--- src/rtl/logic_unit_pkg.sv ---
// Shared definitions for the sequential logic unit.
//   OP_*    : 3-bit opcode encodings (fully decoded, all eight are legal)
//   state_e : control FSM states
package logic_unit_pkg;

  localparam logic [2:0] OP_AND  = 3'b000;
  localparam logic [2:0] OP_OR   = 3'b001;
  localparam logic [2:0] OP_XOR  = 3'b010;
  localparam logic [2:0] OP_XNOR = 3'b011;
  localparam logic [2:0] OP_NAND = 3'b100;
  localparam logic [2:0] OP_NOR  = 3'b101;
  localparam logic [2:0] OP_NOT  = 3'b110;  // ~a, b ignored
  localparam logic [2:0] OP_PASS = 3'b111;  // a, b ignored

  typedef enum logic [1:0] {
    S_IDLE = 2'd0,
    S_RUN  = 2'd1,
    S_DONE = 2'd2
  } state_e;

endpackage

--- src/rtl/logic_slice.sv ---
// Combinational slice gate: applies one of the eight bitwise operations to
// a SLICE-bit chunk of the operands.
//   a, b : operand slices
//   op   : opcode (see logic_unit_pkg)
//   y    : slice result
module logic_slice
  import logic_unit_pkg::*;
#(
  parameter int SLICE = 8
) (
  input  logic [SLICE-1:0] a,
  input  logic [SLICE-1:0] b,
  input  logic [2:0]       op,
  output logic [SLICE-1:0] y
);

  always_comb begin
    y = a;
    case (op)
      OP_AND:  y = a & b;
      OP_OR:   y = a | b;
      OP_XOR:  y = a ^ b;
      OP_XNOR: y = ~(a ^ b);
      OP_NAND: y = ~(a & b);
      OP_NOR:  y = ~(a | b);
      OP_NOT:  y = ~a;
      default: y = a;  // OP_PASS
    endcase
  end

endmodule

--- src/rtl/logic_unit_seq.sv ---
// Multi-cycle bitwise logic unit. Operands are accepted over a valid/ready
// handshake, then processed SLICE bits per clock through a single reused
// slice gate; after N = W/SLICE clocks the result and its zero / parity /
// sign flags are presented over a second valid/ready handshake.
//   clk, rst_b          : clock, async active-low reset
//   in_valid, in_ready  : input handshake (ready only in IDLE)
//   in_0, in_1, op      : operands and opcode
//   out_valid, out_ready: output handshake
//   result, zero, parity, neg : result word and flags
module logic_unit_seq
  import logic_unit_pkg::*;
#(
  parameter int W     = 64,
  parameter int SLICE = 8
) (
  input  logic         clk,
  input  logic         rst_b,
  input  logic         in_valid,
  output logic         in_ready,
  input  logic [W-1:0] in_0,
  input  logic [W-1:0] in_1,
  input  logic [2:0]   op,
  output logic         out_valid,
  input  logic         out_ready,
  output logic [W-1:0] result,
  output logic         zero,
  output logic         parity,
  output logic         neg
);

  localparam int N  = W / SLICE;
  localparam int CW = (N > 1) ? $clog2(N) : 1;
  localparam logic [CW-1:0] LAST = CW'(N - 1);

  if ((SLICE < 1) || (W % SLICE != 0)) begin : g_bad_param
    $error("logic_unit_seq: W must be a non-zero multiple of SLICE");
  end

  state_e          state_q, state_d;
  logic [W-1:0]    a_q, a_d, b_q, b_d, res_q, res_d;
  logic [2:0]      op_q, op_d;
  logic [CW-1:0]   cnt_q, cnt_d;
  logic            zero_q, zero_d, par_q, par_d, ov_q, ov_d;
  logic [SLICE-1:0] y;
  logic [W-1:0]    y_ext;

  logic_slice #(.SLICE(SLICE)) u_slice (
    .a  (a_q[SLICE-1:0]),
    .b  (b_q[SLICE-1:0]),
    .op (op_q),
    .y  (y)
  );

  // Slice result enters at the MSB end so the word is aligned after N shifts.
  assign y_ext = W'(y);

  always_comb begin
    state_d = state_q;
    a_d     = a_q;
    b_d     = b_q;
    op_d    = op_q;
    res_d   = res_q;
    cnt_d   = cnt_q;
    zero_d  = zero_q;
    par_d   = par_q;
    ov_d    = ov_q;
    case (state_q)
      S_IDLE: begin
        if (in_valid) begin
          a_d     = in_0;
          b_d     = in_1;
          op_d    = op;
          res_d   = '0;
          zero_d  = 1'b1;
          par_d   = 1'b0;
          cnt_d   = '0;
          state_d = S_RUN;
        end
      end
      S_RUN: begin
        a_d    = a_q >> SLICE;
        b_d    = b_q >> SLICE;
        res_d  = (res_q >> SLICE) | (y_ext << (W - SLICE));
        zero_d = zero_q & (y == '0);
        par_d  = par_q ^ (^y);
        cnt_d  = cnt_q + 1'b1;
        if (cnt_q == LAST) begin
          state_d = S_DONE;
          ov_d    = 1'b1;
        end
      end
      S_DONE: begin
        // Result and flags hold; only out_valid drops on the handshake.
        if (out_ready) begin
          ov_d    = 1'b0;
          state_d = S_IDLE;
        end
      end
      default: state_d = S_IDLE;
    endcase
  end

  always_ff @(posedge clk or negedge rst_b) begin
    if (!rst_b) begin
      state_q <= S_IDLE;
      a_q     <= '0;
      b_q     <= '0;
      op_q    <= OP_AND;
      res_q   <= '0;
      cnt_q   <= '0;
      zero_q  <= 1'b0;
      par_q   <= 1'b0;
      ov_q    <= 1'b0;
    end else begin
      state_q <= state_d;
      a_q     <= a_d;
      b_q     <= b_d;
      op_q    <= op_d;
      res_q   <= res_d;
      cnt_q   <= cnt_d;
      zero_q  <= zero_d;
      par_q   <= par_d;
      ov_q    <= ov_d;
    end
  end

  assign in_ready  = (state_q == S_IDLE);
  assign out_valid = ov_q;
  assign result    = res_q;
  assign zero      = zero_q;
  assign parity    = par_q;
  assign neg       = res_q[W-1];

endmodule
--- config.mk ---
export PLATFORM = sky130hd
export DESIGN_NAME = logic_unit_seq
export DESIGN_NICKNAME = d
export VERILOG_FILES = /design/src/rtl/logic_unit_pkg.sv /design/src/rtl/logic_slice.sv /design/src/rtl/logic_unit_seq.sv
export SDC_FILE = /design/constraint.sdc
export NUM_CORES = 1
export LEC_CHECK = 0
export BUFFER_PORTS_ARGS = -buffer_cell sky130_fd_sc_hd__clkbuf_2
export CAP_MARGIN = 20
export CORE_ASPECT_RATIO = 0.7
export CORE_UTILIZATION = 50
export DETAILED_ROUTE_END_ITERATION = 7
export PLACE_DENSITY = 0.75
export SLEW_MARGIN = 20
export SYNTH_ARGS = -nofsm -noshare
export SYNTH_HDL_FRONTEND = slang
export SYNTH_SLANG_ARGS = --single-unit
--- constraint.sdc ---
create_clock -name clk -period 3.1 [get_ports clk]
set_clock_uncertainty 0.05 [all_clocks]
set_input_delay 0.31 -clock clk [delete_from_list [all_inputs] [get_ports clk]]
set_output_delay 0.31 -clock clk [all_outputs]
set_load 0.01 [all_outputs]
**After elaboration in Yosys (flattened, before gate mapping)**

Cells that the tools add are included.

- Register bits after elaboration: 203
- Output and inout bits: 69
- Logic and storage cells: 62

- Add/subtract/negate cells: 1
- Eq/ne operators: 12
- Muxes and demuxes: 20
- Bitwise operators: 10
- Reduce and logical (&&, ||, !) cells: 10

Operators by type and width:

| operator | number |
|---|---|
| 64-bit case mux with 2 select lines | 3 |
| 64-bit 2-to-1 mux | 3 |
| 56-bit by 64-bit OR with 64-bit output | 1 |
| 8-bit case mux with 7 select lines | 1 |
| 8-bit inverter | 4 |
| 3-bit equality test, second input constant | 4 |
| 8-bit AND | 1 |
| 8-bit zero test | 1 |
| 8-bit OR | 1 |
| 8-bit XOR reduction | 1 |
| 8-bit bitwise XOR | 1 |
| 3-bit by 2-bit equality test with 1-bit output, second input constant | 2 |
| 2-bit 2-to-1 mux | 3 |
| 2-bit inequality test, second input constant | 3 |
| 1-bit case mux with 2 select lines | 3 |
| 2-bit case mux with 3 select lines | 1 |
| 3-bit case mux with 2 select lines | 1 |
| 3-bit AND reduction | 2 |
| 1-bit 2-to-1 mux | 4 |
| 2-bit AND reduction | 2 |
| 2-bit nonzero test | 2 |
| 3-bit by 1-bit adder with 3-bit output, second input constant | 1 |
| 3-bit by 1-bit equality test with 1-bit output, second input constant | 1 |
| 3-bit zero test | 1 |
| 6 further kinds | 6 |

**Logic depth before layout (Yosys ltp)**

- Depth after elaboration: 6
- Mapped depth: 11
- Gate-level depth less buffers: 11

**By module**

From an unflattened synthesis, not the netlist that was laid out.

- Cells, all modules: 1,025
- Area, all modules: 9,360.2 sq um

Modules (own cells, without submodules):

| module | times used | cells each | area each (sq um) | sequential area each (sq um) |
|---|---|---|---|---|
| logic_unit_seq | 1 | 890 | 8,363.0 | 5,079.9 |
| logic_slice | 1 | 135 | 997.2 | 0.0 |

**Worst setup path before layout**

OpenSTA, ideal clock, no wires.

- Path type: register to register
- From: register a_q[3]
- To: register par_q, in the netlist parity
- Library setup time: 0.128 ns
- Data arrival time: 2.133 ns
- Required time: 2.922 ns
- Setup slack: 0.790 ns
- Stages on the path, launching flop included: 12
- Path buffers: 0
- Cell sequence: dfrtp_1 -> inv_1 -> ha_1 -> or2_2 -> nand3_1 -> a21boi_0 -> or2_2 -> ha_1 -> xnor2_1 -> xnor2_1 -> o211ai_2 -> o31ai_1

- Word-level cells in the longest chain between the ends: 6
- Elaborated cells between the ends (all ways): 11
- Those cells by class: mux (2); bitwise (8); reduce/logical (1)

RTL lines:

| element | RTL line | text |
|---|---|---|
| start: declaration | logic_unit_seq.sv:40 | `logic [W-1:0] a_q, a_d, b_q, b_d, res_q, res_d;` |
| start signal: assignment | logic_unit_seq.sv:106 | `a_q <= '0;` |
| start signal: assignment | logic_unit_seq.sv:116 | `a_q <= a_d;` |
| 8-bit OR (tied with other cells) | logic_slice.sv:21, logic_slice.sv:25 |  |
| 8-bit inverter, on equally long branches | logic_slice.sv:25, logic_slice.sv:23, logic_slice.sv:24 |  |
| 8-bit case mux with 7 select lines * | logic_slice.sv:19 | `case (op)` |
| 8-bit XOR reduction * | logic_unit_seq.sv:85 | `par_d = par_q ^ (^y);` |
| 1-bit bitwise XOR * | logic_unit_seq.sv:85 |  |
| 1-bit case mux with 2 select lines * | logic_unit_seq.sv:67 | `case (state_q)` |
| end signal: assignment | logic_unit_seq.sv:122 | `par_q <= par_d;` |
| end: declaration | logic_unit_seq.sv:43 | `logic zero_q, zero_d, par_q, par_d, ov_q, ov_d;` |

Every way passes the cells marked *; elsewhere a longest branch is shown, timed or not.
A chain may end at the register's enable or synchronous reset.

**Final worst setup path**

- From: register op_q[2]
- To: register par_q, in the netlist parity

- Word-level cells in the longest chain between the ends: 5
- Elaborated cells between the ends (all ways): 11
- Those cells by class: eq/ne (6); mux (2); bitwise (1); reduce/logical (2)

RTL lines:

| element | RTL line | text |
|---|---|---|
| start: declaration | logic_unit_seq.sv:41 | `logic [2:0] op_q, op_d;` |
| start signal: assignment | logic_unit_seq.sv:118 | `op_q <= op_d;` |
| 3-bit equality test (tied with other cells) | logic_slice.sv:19 |  |
| 8-bit case mux with 7 select lines * | logic_slice.sv:19 |  |
| 8-bit XOR reduction * | logic_unit_seq.sv:85 |  |
| 1-bit bitwise XOR * | logic_unit_seq.sv:85 |  |
| 1-bit case mux with 2 select lines * | logic_unit_seq.sv:67 |  |

Marks and branches as above.

==> key figures <==
Logic synthesis
  – Combined area of all synthesized cells: 9150 sq um
  – Post-synthesis net count: 1139
  – Synth Area per Inst: 9.31 sq um
  – Cells after Synth: 982
  – Total of flip-flops plus latches after synthesis: 203
  – Number of library cell types mapped by synthesis: 45
  – Number of warnings reported in the yosys synthesis log: 0
  – Portion of the post-synthesis area used by sequential elements: 0.555

Finish
  – Sequential standard cell area: 5080 sq um
  – Area Growth Syn to Fin: 25.7%
  – Nets@finish: 1362
  – Antenna cells: 0
  – Share of cells above drive strength 1: 0.224
  – Non-filler instance count after layout: 1448
  – Filler Cells Inserted: 1444
  – Most frequent standard cell in the layout excluding fill and tap cells: sky130_fd_sc_hd__nand2_1
  – Most frequent cells in the layout: sky130_fd_sc_hd__nand2_1, sky130_fd_sc_hd__dfrtp_1, sky130_fd_sc_hd__clkbuf_2
  – Combined area of the multi-input logic cells: 3640 sq um

Clock tree
  – Clock edge transition at the registers on the reported setup and hold paths: 0.06 ns
  – Total number of H-tree levels: 1
  – Number of clock sinks: 203
  – Deepest clock path buffer count: 3
  – TritonCTS Buffers: 20
  – Cell at the root of the clock tree: sky130_fd_sc_hd__clkbuf_16
  – Clock tree from TritonCTS: yes
  – Clock latency reported for the late side of the worst-skew pair: 0.49 ns

Die
  – Overall die height: 115 um
  – Top-level I/O count: 204
  – Effective utilization at floorplan: 0.522
  – FP Rows: 40
  – Chip width: 164 um
  – Core region area: 17500 sq um
  – Die outline area: 18800 sq um

Power
  – Max IR drop VDD: 0.604 mV
  – Pwr/cell area: 1130 nW/um^2
  – Static power due to leakage: 5.92 nW

Routing
  – First-iteration detailed-routing DRC count: 720
  – First-pass iteration count of the detailed router: 5
  – Residual DRC count: 0
  – Total Routed Length: 24.0 mm
  – Remaining antenna violation count: 0
  – Mean number of vias per cell: 5.46
  – Total via count after detailed routing: 7911
  – Routed wire length per instance: 16.6 um

Worst setup path
  – Slowest cell delay on critical path: 0.79 ns
  – Peak fanout along the critical path: 23
  – Kind of cell with the highest combined delay on the critical path: compound AO/OA/AOI/OAI gates
  – Critical path startpoint category: flop
  – Worst Path Arrival: 2.99 ns
  – Worst Setup End Kind: flop
  – Worst path buffer plus inverter count: 0
  – Critical Path Slowest Stage Cell: sky130_fd_sc_hd__dfrtp_1
  – Cell seen most often among critical-path stages: sky130_fd_sc_hd__xnor2_1
  – Required time worst endpoint: 3.41 ns
  – Worst-path cell chain: nand2b_1 -> o32ai_1 -> a211oi_1 -> o21bai_1 -> ha_1 -> xnor2_1 -> xnor2_1 -> o211ai_2 -> o31ai_1
  – Setup Crit Path Kind: flop to flop

GRT
  – Total global-route track usage: 0.257
  – Wire length of the first global-routing pass: 38.5 mm
  – Initial antenna violation count: 0
  – Via count of the first global-routing pass: 7523
  – GRT overflow: 0
  – Pin count of the biggest net entering global routing: 80

STA
  – Min cycle time layout: 2.69 ns
  – Aggregate negative setup slack: 0 ns
  – Achievable frequency: 372 MHz
  – Relative slew slack: 0.520
  – Total setup violations reported at the end of the flow: 0
  – Number of hold violations in the final report: 0
  – Number of slew-limit violations in the final report: 0
  – Worst Max-Slew Pin Slew: 0.719 ns
  – Final critical-path share of the clock period: 0.867
  – Setup repair after global routing missed its margin: no

Placed design
  – # placed instances: 1357
  – Buffers added on ports: 203
  – RD Place Congestion: 0.826
  – HPWL after detailed placement: 15.3 mm

Hold path
  – Worst hold-check path type: input pin to flop

Flow run
  – Max-cap violations: 0

Run status
  – Result of the run: complete, no violations
-- repair_timing --
item / in CTS / in global routing
hold buffers: 57 / 0
hold endpoints to repair: 133 / 0
endpoints found under the setup margin: 0 / 0
resized for setup: 0 / 0
setup buffers: 0 / 0
-- routing by layer --
| layer | wire length, um | GRT usage | up-vias | part of all wire |
|---|---|---|---|---|
| met3 | 1670 | 0.0519 | 20 | 0.069 |
| met1 | 11200 | 0.380 | 3839 | 0.47 |
| met2 | 10800 | 0.396 | 274 | 0.45 |
| met5 | 0 | 0 | - | 0 |
| li1 | - | - | 3778 | - |
| met4 | 270 | 0.0488 | 0 | 0.011 |
-- power breakdown --
part	switching, mW	internal (mW)	total, mW
clock	1.00	1.50	2.50
sequential	0.893	3.87	4.76
combinational	3.39	2.29	5.68
total	5.29	7.65	12.9
-- final cells by class --
class                      instances  share of cell area
inverter                          18             0.00588
sequential                       203               0.442
clock inverter                     6             0.00729
timing repair buffer             274               0.152
tap                              231              0.0251
multi-input combinational        688               0.316
clock buffer                      28              0.0515
-- sequential cells by signal (all words and copies together) (netlist names) --
register,flops
a_q,64
cnt_q,3
state_q,2
parity,1
zero,1
result,64
b_q,64
op_q,3
out_valid,1
-- logic make-up after synthesis --
kind of cell | Yosys count | synth area share
mux | 13 | 0.0148
flops | 203 | 0.555
simple gates | 476 | 0.215
buf+inv | 91 | 0.0495
fa+ha+maj | 22 | 0.0301
xor+xnor | 5 | 0.00479
compound gates | 172 | 0.131
-- worst register-to-register path: cells and delay by family (launching register included) --
family | cells | cell delay [ns]
flops | 1 | 0.79
simple gates | 1 | 0.28
compound gates | 5 | 0.85
fa+ha+maj | 1 | 0.29
xor+xnor | 2 | 0.29
-- synthesized netlist by cell type, drive strengths merged --
master	instances	area [sq um]
nand2	256	968
dfrtp	203	5080
nor2	117	447
nand3	80	400
o22ai	70	494
buf	59	332
a22oi	46	345
ha	22	275
a21oi	21	105
inv	18	67.6
clkbuf	14	53.8
o21ai	13	65.1
mux2i	9	90.1
nor2b	5	31.3
xnor2	5	43.8
mux2	4	45.0
nand2b	4	25.0
o221ai	4	35.0
o2bb2ai	4	35.0
or2	4	25.0
a21boi	3	22.5
a211o	2	17.5
a21o	2	15.0
and3b	2	17.5
nor3	2	10.0
o211ai	2	20.0
o31ai	2	15.0
a211oi	1	7.51
and2	1	6.26
and3	1	6.26
nand4	1	6.26
nor3b	1	7.51
o21bai	1	7.51
o32ai	1	8.76
or3	1	6.26
or3b	1	8.76
-- stage by stage --
step,power (mW),utilization,instance area [sq um],hold WS (ns),worst slack (ns)
4_1_cts,13.0,0.656,11500,0.00167,0.454
2_1_floorplan,8.78,-,9150,-0.0356,0.790
5_1_grt,14.0,0.656,11500,0.000755,0.258
3_5_place_dp,10.4,0.585,10300,0.339,0.472
3_3_place_gp,10.2,0.585,10300,0.344,0.573
6_report,12.9,0.656,11500,0.0117,0.412
-- final timing paths --
check                         start  endpoint  slack (ns)  cells past startpoint
setup reg to reg            op_q[2]    parity        0.41                      9
setup / recovery            op_q[2]    parity        0.41                      9
hold reg to reg             a_q[31]   a_q[31]        0.43                      2
min in group asynchronous     rst_b   b_q[62]        0.35                      2
hold / removal             in_0[12]   a_q[12]        0.01                      3
max in group asynchronous     rst_b   a_q[46]        1.85                      3
Power figures use the tool's default switching activity.
